$ cat config.mk
export PLATFORM = sky130hd
export DESIGN_NAME = multi_phase_traffic_ctrl
export DESIGN_NICKNAME = d
export VERILOG_FILES = /design/src/rtl/multi_phase_traffic_ctrl.sv
export SDC_FILE = /design/constraint.sdc
export NUM_CORES = 1
export LEC_CHECK = 0
export ABC_AREA = 1
export ABC_CLOCK_PERIOD_IN_PS = 6100
export BUFFER_PORTS_ARGS = -buffer_cell sky130_fd_sc_hd__clkbuf_2
export CAP_MARGIN = 20
export CORE_MARGIN = 4
export CORE_UTILIZATION = 60
export CTS_CLUSTER_DIAMETER = 200
export DETAILED_ROUTE_END_ITERATION = 10
export PLACE_DENSITY = 0.95
export SLEW_MARGIN = 40
export SYNTH_ARGS = -nofsm -noshare
export SYNTH_HDL_FRONTEND = slang
export SYNTH_SLANG_ARGS = --single-unit
$ cat constraint.sdc
create_clock -name clk -period 6.1 [get_ports clk]
set_input_delay 0.305 -clock clk [delete_from_list [all_inputs] [get_ports clk]]
set_output_delay 0.305 -clock clk [all_outputs]
set_load 0.02 [all_outputs]
$ cat src/rtl/multi_phase_traffic_ctrl.sv
`default_nettype none
// ============================================================================
// Module   : multi_phase_traffic_ctrl
// Brief    : N-phase adaptive signal controller with demand skipping and fail-safe
// Revision : 1.0
// ============================================================================
module multi_phase_traffic_ctrl #(
  parameter int NUM_PHASES     = 4,
  parameter int LVL_W          = 2,
  parameter int TIMER_W        = 16,
  parameter int MIN_GREEN      = 400,
  parameter int GREEN_STEP     = 200,
  parameter int MAX_GREEN      = 1600,
  parameter int YELLOW_TICKS   = 200,
  parameter int ALLRED_TICKS   = 100,
  parameter int FAILSAFE_TICKS = 800,
  parameter int STUCK_THRESH   = 30
) (
  input  logic                          clk,
  input  logic                          rst_n,
  input  logic                          tick,
  input  logic [NUM_PHASES*LVL_W-1:0]   congestion_level,
  input  logic [NUM_PHASES-1:0]         phase_req,
  input  logic                          fail_safe_en,
  output logic [$clog2(NUM_PHASES)-1:0] active_phase,
  output logic                          green,
  output logic                          yellow,
  output logic                          all_red,
  output logic                          fail_safe_active,
  output logic [TIMER_W-1:0]            green_time_ticks,
  output logic [TIMER_W-1:0]            timer_remaining,
  output logic                          cycle_wrap
);

  localparam int c_PH_W  = $clog2(NUM_PHASES);
  localparam int c_SUM_W = TIMER_W + LVL_W;
  localparam int c_CNT_W = $clog2(STUCK_THRESH + 2);

  localparam logic [1:0] c_ST_GREEN  = 2'd0;
  localparam logic [1:0] c_ST_YELLOW = 2'd1;
  localparam logic [1:0] c_ST_ALLRED = 2'd2;

  logic [1:0]                   r_state;
  logic [1:0]                   w_state_next;
  logic [c_PH_W-1:0]            r_phase;
  logic [TIMER_W-1:0]           r_timer;
  logic [TIMER_W-1:0]           r_green_time;
  logic                         r_wrap;
  logic                         r_fail_safe;
  logic [c_CNT_W-1:0]           r_stuck_cnt;
  logic [NUM_PHASES*LVL_W-1:0]  r_cong_prev;

  logic                         w_expire;
  logic                         w_enter;
  logic                         w_stuck;
  logic [NUM_PHASES-1:0]        w_demand;
  logic [c_PH_W-1:0]            w_rr_next;
  logic [c_PH_W-1:0]            w_search_idx;
  logic [c_PH_W-1:0]            w_next_phase;
  logic [LVL_W-1:0]             w_lvl_next;
  logic [c_SUM_W-1:0]           w_green_sum;
  logic [TIMER_W-1:0]           w_green_len;

  assign w_expire = tick && (r_timer <= TIMER_W'(1));
  assign w_enter  = (w_state_next != r_state);
  assign w_stuck  = (r_stuck_cnt > c_CNT_W'(STUCK_THRESH));

  always_comb begin
    w_demand = '0;
    for (int p = 0; p < NUM_PHASES; p++)
      w_demand[p] = phase_req[p] | (|congestion_level[p*LVL_W +: LVL_W]);
  end

  assign w_rr_next = (int'(r_phase) == NUM_PHASES - 1) ? '0 : r_phase + c_PH_W'(1);

  // Scan from farthest to nearest so the nearest demanding phase wins; k=NUM_PHASES is the current phase.
  always_comb begin
    w_search_idx = w_rr_next;
    for (int k = NUM_PHASES; k >= 1; k--) begin
      if (w_demand[(int'(r_phase) + k) % NUM_PHASES])
        w_search_idx = c_PH_W'((int'(r_phase) + k) % NUM_PHASES);
    end
  end

  assign w_next_phase = r_fail_safe ? w_rr_next : w_search_idx;
  assign w_lvl_next   = congestion_level[int'(w_next_phase)*LVL_W +: LVL_W];
  assign w_green_sum  = c_SUM_W'(MIN_GREEN) + c_SUM_W'(w_lvl_next) * c_SUM_W'(GREEN_STEP);

  always_comb begin
    if (r_fail_safe)
      w_green_len = TIMER_W'(FAILSAFE_TICKS);
    else if (w_green_sum > c_SUM_W'(MAX_GREEN))
      w_green_len = TIMER_W'(MAX_GREEN);
    else
      w_green_len = w_green_sum[TIMER_W-1:0];
  end

  // State register
  always_ff @(posedge clk or negedge rst_n) begin
    if (!rst_n) r_state <= c_ST_ALLRED;
    else        r_state <= w_state_next;
  end

  // Next-state logic
  always_comb begin
    w_state_next = r_state;
    case (r_state)
      c_ST_GREEN:  if (w_expire) w_state_next = c_ST_YELLOW;
      c_ST_YELLOW: if (w_expire) w_state_next = c_ST_ALLRED;
      c_ST_ALLRED: if (w_expire) w_state_next = c_ST_GREEN;
      default:     w_state_next = c_ST_ALLRED;
    endcase
  end

  // Output decode
  always_comb begin
    green   = 1'b0;
    yellow  = 1'b0;
    all_red = 1'b0;
    case (r_state)
      c_ST_GREEN:  green   = 1'b1;
      c_ST_YELLOW: yellow  = 1'b1;
      default:     all_red = 1'b1;
    endcase
  end

  // Interval timer, phase index and green length; everything loads on state entry
  always_ff @(posedge clk or negedge rst_n) begin
    if (!rst_n) begin
      r_timer      <= TIMER_W'(ALLRED_TICKS);
      r_green_time <= TIMER_W'(MIN_GREEN);
      r_phase      <= c_PH_W'(NUM_PHASES - 1);
      r_wrap       <= 1'b0;
    end else begin
      r_wrap <= 1'b0;
      if (w_enter) begin
        case (w_state_next)
          c_ST_GREEN: begin
            r_timer      <= w_green_len;
            r_green_time <= w_green_len;
            r_phase      <= w_next_phase;
            r_wrap       <= (w_next_phase <= r_phase);
          end
          c_ST_YELLOW: r_timer <= TIMER_W'(YELLOW_TICKS);
          default:     r_timer <= TIMER_W'(ALLRED_TICKS);
        endcase
      end else if (tick && (r_timer > TIMER_W'(1))) begin
        r_timer <= r_timer - TIMER_W'(1);
      end
    end
  end

  // Stuck-bus monitor: any change re-samples immediately, equal samples count only on ticks
  always_ff @(posedge clk or negedge rst_n) begin
    if (!rst_n) begin
      r_cong_prev <= '0;
      r_stuck_cnt <= '0;
      r_fail_safe <= 1'b0;
    end else begin
      if (congestion_level != r_cong_prev) begin
        r_cong_prev <= congestion_level;
        r_stuck_cnt <= '0;
      end else if (tick && (r_stuck_cnt != '1)) begin
        r_stuck_cnt <= r_stuck_cnt + c_CNT_W'(1);
      end
      r_fail_safe <= fail_safe_en | w_stuck;
    end
  end

  assign active_phase     = r_phase;
  assign fail_safe_active = r_fail_safe;
  assign green_time_ticks = r_green_time;
  assign timer_remaining  = r_timer;
  assign cycle_wrap       = r_wrap;

endmodule
`default_nettype wire

Yosys cells after proc, flatten, opt, wreduce, memory -nomap -nowiden
Cells that the tools add are included.

operators by class
  add/subtract/negate cells = 8
  multipliers = 1
  magnitude comparators = 9
  equal/unequal tests = 7
  shift operators = 1
  multiplexer cells = 34
  bitwise logic cells = 9
  reduce and logical (&&, ||, !) cells = 17

operator list
  kind                     number
  $mux W16                 2
  $mux W11                 2
  $pmux W11 S2             1
  $mux W2                  9
  $reduce_or A2 Y1         9
  $gt A16 B1 Y1 const B    1
  $le A16 B1 Y1 const B    1
  $lt A3 B4 Y1 const B     4
  $sub A16 B1 Y16 const B  1
  $mux W1                  13
  $add A9 B10 Y11 const A  1
  $gt A11 B11 Y1 const B   1
  $mux W5                  2
  $bmux W1 S2              4
  $ne A8 B8 Y1             1
  $shiftx A8 B4 Y2         1
  $mul A2 B5 Y7 const B    1
  $add A2 B1 Y2 const B    3
  $eq A2 B1 Y1 const B     3
  $pmux W2 S3              1
  $add A5 B1 Y5 const B    1
  $gt A5 B5 Y1 const B     1
  $ne A5 B5 Y1 const B     1
  $or A1 B1 Y1             5
  other kinds (9)          17

storage, ports and cells
  flip-flop bits (word level) = 51
  input port bits = 16
  output and inout port bits = 39
  logic and storage cells = 94

Longest topological paths before layout
Gate-level depths: netlist of run 1.

  word-level depth = 19
  mapped depth = 24
  mapped depth without buffers = 23

Worst setup path before layout of run 1
No wires, ideal clock.

  kind = register to register
  from = register r_phase[1] (netlist: active_phase[1])
  to = register r_green_time[6] (netlist: green_time_ticks[6])
  library setup time = 125 ps
  arrival time = 2,506 ps
  required time = 5,975 ps
  setup slack = 3,468 ps
  stages on the path, launching flop included = 23
  buffers on the path = 0
  period minus slack after synthesis = 2,632 ps
  path through = dfstp_2 > ha_1 > inv_1 > nand3_1 > nand2_1 > inv_1 > nand2_1 > nand2_1 > nand3_2 > nand2_2 > nand2_4 > nand2_8 > nand2_2 > nand2_1 > nand2_1 > nand2_2 > ha_1 > nand2_1 > nand2_2 > nand2_2 > nand2_1 > a21oi_1 > a21oi_1

between the ends
  cells in the longest elaborated chain, start to end = 15
  elaborated cells on any way between the ends = 30
  those cells by class = add/sub: 6; mul: 1; order compare: 1; eq/ne: 1; shift: 1; mux: 20

ends and longest elaborated chain
  item                                        line    text
  start: declaration                          45      logic [c_PH_W-1:0] r_phase;
  start signal: assignment                    132     r_phase <= c_PH_W'(NUM_PHASES - 1);
  start signal: assignment                    141     r_phase <= w_next_phase;
  $add A2 B1 Y2                               80, 81
  $bmux W1 S2                                 80      if (w_demand[(int'(r_phase) + k) % NUM_PHASES])
  $mux W1 (not written as such) (2 in a row)  80
  $mux W2 (4 in a row)                        80
  $mux W2 (*)                                 85      assign w_next_phase = r_fail_safe ? w_rr_next : w_search_idx;
  $shiftx A8 B4 Y2 (*)                        86      assign w_lvl_next = congestion_level[int'(w_next_phase)*LVL_W +: LVL_W];
  $mul A2 B5 Y7 (*)                           87      assign w_green_sum = c_SUM_W'(MIN_GREEN) + c_SUM_W'(w_lvl_next) * c_SUM_W'(GREEN_STEP);
  $add A9 B10 Y11 (*)                         87
  $gt A11 B11 Y1                              92      else if (w_green_sum > c_SUM_W'(MAX_GREEN))
  $mux W11 (*)                                92
  $mux W11 (*)                                90      if (r_fail_safe)
  end signal: assignment                      131     r_green_time <= TIMER_W'(MIN_GREEN);
  end signal: assignment                      140     r_green_time <= w_green_len;
  end: declaration                            47      logic [TIMER_W-1:0] r_green_time;

Every way passes the cells marked *; elsewhere a longest branch is shown, timed or not. The select of a mux whose other input is x is not followed.
A chain may end at the register's enable or synchronous reset.

Final worst setup path of run 1
  from = register r_phase[0] (netlist: active_phase[0])
  to = register r_timer[3] (netlist: timer_remaining[3])

between the ends
  cells in the longest elaborated chain, start to end = 17
  elaborated cells on any way between the ends = 32
  those cells by class = add/sub: 6; mul: 1; order compare: 1; eq/ne: 1; shift: 1; mux: 22

ends and longest elaborated chain
  item                                        line    text
  $add A2 B1 Y2                               80, 81
  $bmux W1 S2                                 80
  $mux W1 (not written as such) (2 in a row)  80
  $mux W2 (4 in a row)                        80
  $mux W2 (*)                                 85
  $shiftx A8 B4 Y2 (*)                        86
  $mul A2 B5 Y7 (*)                           87
  $add A9 B10 Y11 (*)                         87
  $gt A11 B11 Y1                              92
  $mux W11 (*)                                92
  $mux W11 (*)                                90
  $pmux W11 S2 (*)                            137     case (w_state_next)
  $mux W16 (*)                                136     if (w_enter) begin
  end signal: assignment                      139     r_timer <= w_green_len;
  end signal: assignment                      144     c_ST_YELLOW: r_timer <= TIMER_W'(YELLOW_TICKS);
  end signal: assignment                      145     default: r_timer <= TIMER_W'(ALLRED_TICKS);
  end: declaration                            46      logic [TIMER_W-1:0] r_timer;

Marks and branches as above.

==> results of run 1 <==
==> worst paths after layout <==
path / startpoint / endpoint / slack [ps] / depth (start not counted)
min in group clk: congestion_level[0] / r_cong_prev[0] / 180 / 1
min reg2reg: green_time_ticks[9] / green_time_ticks[9] / 480 / 2
max: active_phase[0] / timer_remaining[3] / 3080 / 23
max in group asynchronous: rst_n / active_phase[0] / 5690 / 1
min: rst_n / timer_remaining[13] / 10 / 1
max reg2reg: active_phase[0] / timer_remaining[3] / 3080 / 23
==> logic make-up (layout without fill, tap and decap cells) <==
family	count (synthesis)	count (layout)
buffers and inverters	71	104
DFF	43	43
other	1	8
and+or+nand+nor	182	182
xor gates and xnor gates	13	13
adders and majority gates	10	10
AOI/OAI and AO/OA	52	52
==> registers in the layout, summed over array words and instances (netlist names) <==
name and flops:
green_time_ticks 8, cycle_wrap 1, timer_remaining 16, r_state 2
r_cong_prev 8, fail_safe_active 1, active_phase 2, r_stuck_cnt 5
==> where the power goes <==
part           switching [W]  internal (W)
Combinational       0.000120     0.0000609
Clock              0.0000927     0.0000814
Sequential         0.0000295      0.000315
==> layout by cell type (no fill, tap or decap), types with 3 or more instances in the layout <==
master    count
a21oi_1      12
clkbuf_1      3
nand2_1      67
nor3_1        8
conb_1        8
a31oi_1       4
xor2_1        7
clkbuf_2     45
dfstp_2       9
ha_1         10
nor4_1        3
clkbuf_8      5
nand2_2      11
o21ai_0      19
a21oi_2       4
inv_1        48
nor2_2        3
nand3_2       4
o21a_1        3
nor2_1       41
xnor2_1       6
dfrtp_1      34
nand3_1      37
==> routing by layer <==
layer / GRT usage / vias up / wire length [µm]
met1: 0.2891 / 1229 / 2866
met2: 0.3796 / 95 / 3001
li1: - / 1257 / -
met3: 0.04965 / 11 / 369
met5: 0 / - / 0
met4: 0.06703 / 0 / 97
==> per-stage QoR <==
step | power [W] | util
3_5_place_dp | 0.0005286 | 0.6754
6_report | 0.0006998 | 0.6934
2_1_floorplan | 0.0004724 | -
5_1_grt | 0.0007364 | 0.6934
3_3_place_gp | 0.0005210 | 0.6748
4_1_cts | 0.0007006 | 0.6934
==> layout make-up <==
cell class / instances / area, µm²
multi-input cells: 265 / 1426
fillers: 341 / 1363
flip-flops and latches: 43 / 1087
repair buffers: 46 / 232.7
inverters: 50 / 190.2
clock buffers: 8 / 80.08
well taps: 52 / 65.06
==> impl_metrics.yaml, run 1 <==
setup_path:
  endpoint_kind: "flop"
  cpPeakStageDelay_ps: 690
  cp.buffers_inverters: 2
  crit_path_frequent_cell: "nand2_1"
  path_class: "reg2reg"
  critical_path.top_delay_family: "simple AND/OR/NAND/NOR gates"
  required_ps: 6320
  slowest_stage: "dfstp_2"
  crit_arrival_ps: 3240
  worstSetupStartpointType: "flop"
  crit_chain: "ha_1 > inv_1 > nand3_1 > nand2_1 > inv_1 > nand2_1 > nand2_1 > nand3_2 > nand2_2 > nand2_4 > nand2_8 > nand2_2 > nand2_1 > nand2_1 > nand2_2 > ha_1 > nand2_1 > nand2_2 > nand2_2 > nand3_1 > nand2_1 > nand2_1 > a21oi_2"
  worstPathMaxFanout: 12
placement:
  gp_congestion: 0.8860
  dp_hpwl_mm: 4.913
  port_buffers: 46
  dp_cells: 456
  postPlaceCellArea_mm2: 0.003002
  pre_cts_ws_ps: 3125
layout:
  antenna_cells: 0
  finalNetCount: 437
  stdcell_area_mm2: 0.003082
  stdcell_count: 464
  syn_to_final_growth_pct: 10.25
  drive_gt1_frac: 0.2160
routing:
  drtIter0Drc: 214
  drc_errors: 0
  via_per_inst: 5.586
  wl_per_cell_um: 13.65
  wirelength_mm: 6.335
  vias: 2592
  ant_nets: 0
  firstDrtPassIters: 5
synthesis:
  yosysTopAreaCellShare: 0.3044
  synth-adder-area-share: 0.04476
  yosysMostFrequentCell: "nand2_1"
  synth_compound_area_frac: 0.1106
  seq_area_frac_synth: 0.3890
  yosys_register_bits: 43
  yosysTopAreaCell: "dfrtp_1"
  synthSimpleGateAreaFrac: 0.3035
  ys_warn_count: 0
  synth_top_family_by_area: "simple AND/OR/NAND/NOR gates"
  synthTopCellsByArea: "dfrtp_1 (30%), nand2_1 (9.0%), dfstp_2 (8.5%)"
  synth_edf_count: 0
  synthXorXnorAreaFrac: 0.04073
  synth_flop_cell: "dfrtp_1"
  ys_top_cells_by_count: "nand2_1 (67), inv_1 (48), nor2_1 (41)"
  synth_area_per_cell_um2: 7.514
  synth_cell_types: 40
  synthMuxAreaShare: 0
  syn_inst: 372
  synth_area_mm2: 0.002795
  async_flop_share: 1.000
sta:
  slew_viol_final: 0
  fin_crit_ps: 3021
  finClkSkew_ps: 15.81
  tightest_slew_ps: 708.6
  holdWs_ps: 10.41
  finalHoldViolCount: 0
  setup_viol: 0
  timing.setup.tns_ps: 0
  fin_ws_ps: 3079
  max_freq_ghz: 0.3310
  rsz0062_at_grt: "false"
  post-route-period-util: 0.4953
  slew_headroom: 0.5258
clock_tree:
  cts_resized: 0
  cts_buffers: 5
  root_buffer: "clkbuf_8"
  ctsLongestPathBuffers: 2
  cts.sinks: 43
  cts_tree: "built"
  htree_levels: 2
  clock_latency_ps: 300
  clk_pin_slew_worst_paths_ps: 90
  cts_setup_buffers: 0
  holdBufCountCts: 0
grt:
  grt_usage: 0.2250
  grt_pass1_vias: 2470
  antenna_found_initial: 0
  grt_pass1_wl_mm: 10.90
  grt_max_degree: 44
  overflow: 0
pwr:
  powerDensity_mw_per_mm2: 227.1
  p_leak_nw: 1.548
  ir_drop_mv: 0.1372
die:
  coreArea_mm2: 0.004444
  dieArea_mm2: 0.005815
  num_rows: 24
  die_h_um: 76.26
  num_io_pins: 55
  die_w_um: 76.26
  initial_core_util: 0.6289
job:
  maxCapViolations: 0
hold_path:
  min_path_type: "in2async"
outcome:
  outcome: "finished, final reports clean"
No activity file was read; power rests on OpenSTA's default activity.
==> run 2: changes to the inputs <==
- ABC_CLOCK_PERIOD_IN_PS: 6100 -> 2500
- CORE_UTILIZATION: 60 -> 50
- PLACE_DENSITY: 0.95 -> 0.87
- clock period: 6.1 -> 2.5 ns (I/O delays scaled with it)
==> run 2 against run 1 <==
Against the previous run:
- the flow now finishes with violations (setup timing)
- combinational power grew to 2.7 times the previous value
- die area grew 18%
- sequential cell count is the same
- worst setup slack lost 3200 ps
- largest power group unchanged
- final area grew 11%
- first-iteration DRC count grew 4.2%
- non-clock buffer count grew 19
- wire length grew 11%
- power grew to 2.7 times the previous value
- critical endpoint is now timer_remaining[7]
- clock-buffer cell count shrank 3
==> impl_metrics.yaml, run 2 (synthesis results as in run 1) <==
die:
  die_h_um: 82.77
  num_io_pins: 55
  initial_core_util: 0.5304
  die_w_um: 82.77
  num_rows: 26
  coreArea_mm2: 0.005270
  dieArea_mm2: 0.006851
setup_path:
  endpoint_kind: "flop"
  crit_arrival_ps: 2790
  required_ps: 2700
  path_class: "reg2reg"
  worstSetupStartpointType: "flop"
  worstPathMaxFanout: 8
routing:
  drc_errors: 0
  ant_nets: 0
  wl_per_cell_um: 14.07
  wirelength_mm: 7.051
  vias: 2712
  firstDrtPassIters: 5
  via_per_inst: 5.413
  drtIter0Drc: 223
pwr:
  ir_drop_mv: 0.3765
  p_leak_nw: 1.707
  powerDensity_mw_per_mm2: 547.0
layout:
  largest_register_ffs: 16
  drive_gt1_frac: 0.3039
  antenna_cells: 0
  final_common_cell: "nand2_1"
  final_cell_mix: "nand2_1 (61), inv_1 (46), clkbuf_2 (45)"
  finalNetCount: 456
  stdcell_count: 501
  syn_to_final_growth_pct: 22.78
sta:
  fin_crit_ps: 2587
  tightest_slew_ps: 732.5
  fin_ws_ps: -87.38
  finalHoldViolCount: 0
  rsz0062_at_grt: "true"
  slew_viol_final: 0
  max_freq_ghz: 0.3865
  post-route-period-util: 1.035
  slew_headroom: 0.5099
  finClkSkew_ps: 13.89
  setup_viol: 8
grt:
  grt_max_degree: 44
  antenna_found_initial: 0
  overflow: 0
  grt_pass1_vias: 2497
  grt_usage: 0.2120
  grt_pass1_wl_mm: 11.16
clock_tree:
  ctsLongestPathBuffers: 2
  root_buffer: "clkbuf_8"
  cts_tree: "built"
  htree_levels: 2
  cts.sinks: 43
  clock_latency_ps: 310
  clk_pin_slew_worst_paths_ps: 90
  cts_buffers: 5
outcome:
  outcome: "complete, but fails checks"
  violations: "setup timing"
placement:
  gp_congestion: 0.8773
  dp_hpwl_mm: 5.152
  port_buffers: 46
  dp_cells: 486
  pre_cts_ws_ps: -55.70
job:
  maxCapViolations: 0
hold_path:
  min_path_type: "in2reg"
[run 2: cell count changes in the layout (fill, tap and decap cells not counted), sizes merged]
cell,delta
buf,+14
bufinv,+1
clkbuf,-3
clkinv,+2
dlygate4sd3,+5
[run 2: routing by layer]
layer,vias up,wire [µm],GRT usage
met2,135,3397,0.3462
met4,0,165,0.08333
met5,-,0,0
li1,1289,-,-
met1,1268,2994,0.2827
met3,20,495,0.03240
[run 2: critical path, cell delays in order, from the launching register on]
cell and delay [ps]:
dfstp_2 590, buf_12 130, nand3_1 120, nand3_1 150, nand2_1 100, a21oi_2 160, nand2_2 80, nand2_4 130
nand2_8 80, nand2_4 70, nand2_2 60, nand2_2 70, nand2_4 50, ha_4 260, nand2_2 40, nand2_2 80
nand2_4 60, nand3_2 70, nand2_1 50, nand2_1 70, a21oi_2 50
[run 2: layout make-up]
type	count	area [µm²]
fillers	430	1838
multi-input cells	265	1554
flip-flops and latches	43	1087
repair buffers	65	400.4
inverters	50	190.2
well taps	70	87.58
clock buffers	5	68.82
clock inverters	3	43.79
[run 2: path summary, 6_finish.rpt]
path	start	endpoint	slack [ps]	cells past startpoint
max reg2reg	active_phase[0]	timer_remaining[7]	-90	20
min	congestion_level[5]	r_cong_prev[5]	10	1
max	active_phase[0]	timer_remaining[7]	-90	20
min in group asynchronous	rst_n	timer_remaining[13]	370	2
min reg2reg	green_time_ticks[8]	green_time_ticks[8]	490	2
max in group asynchronous	rst_n	r_cong_prev[3]	1720	2
[run 2: repair_timing]
item,4_1_cts,5_1_grt
endpoints found under the hold margin,38,0
pin swaps,5,5
buffers inserted,1,1
resized for setup,8,14
endpoints found under the setup margin,8,15
hold buffers,5,0
[run 2: metrics by stage]
stage,total power (W),setup TNS (ps),instance area [µm²],utilization,hold slack (ps)
2_1_floorplan,0.001160,0,2868,-,-170.6
3_3_place_gp,0.001291,0,3171,0.6016,298.7
3_5_place_dp,0.001309,-174.7,3173,0.6021,191.7
4_1_cts,0.001873,-222.2,3373,0.6401,0.4630
5_1_grt,0.001970,-1869,3432,0.6512,10.76
6_report,0.001877,-471.6,3432,0.6512,11.94
[run 2: where the power goes]
| part | internal (W) | leakage [nW] | switching [W] |
|---|---|---|---|
| Sequential | 0.000769 | 0.505 | 0.0000753 |
| Combinational | 0.000170 | 1.14 | 0.000313 |
| Clock | 0.000298 | 0.0581 | 0.000253 |
| Total | 0.00124 | 1.71 | 0.000641 |
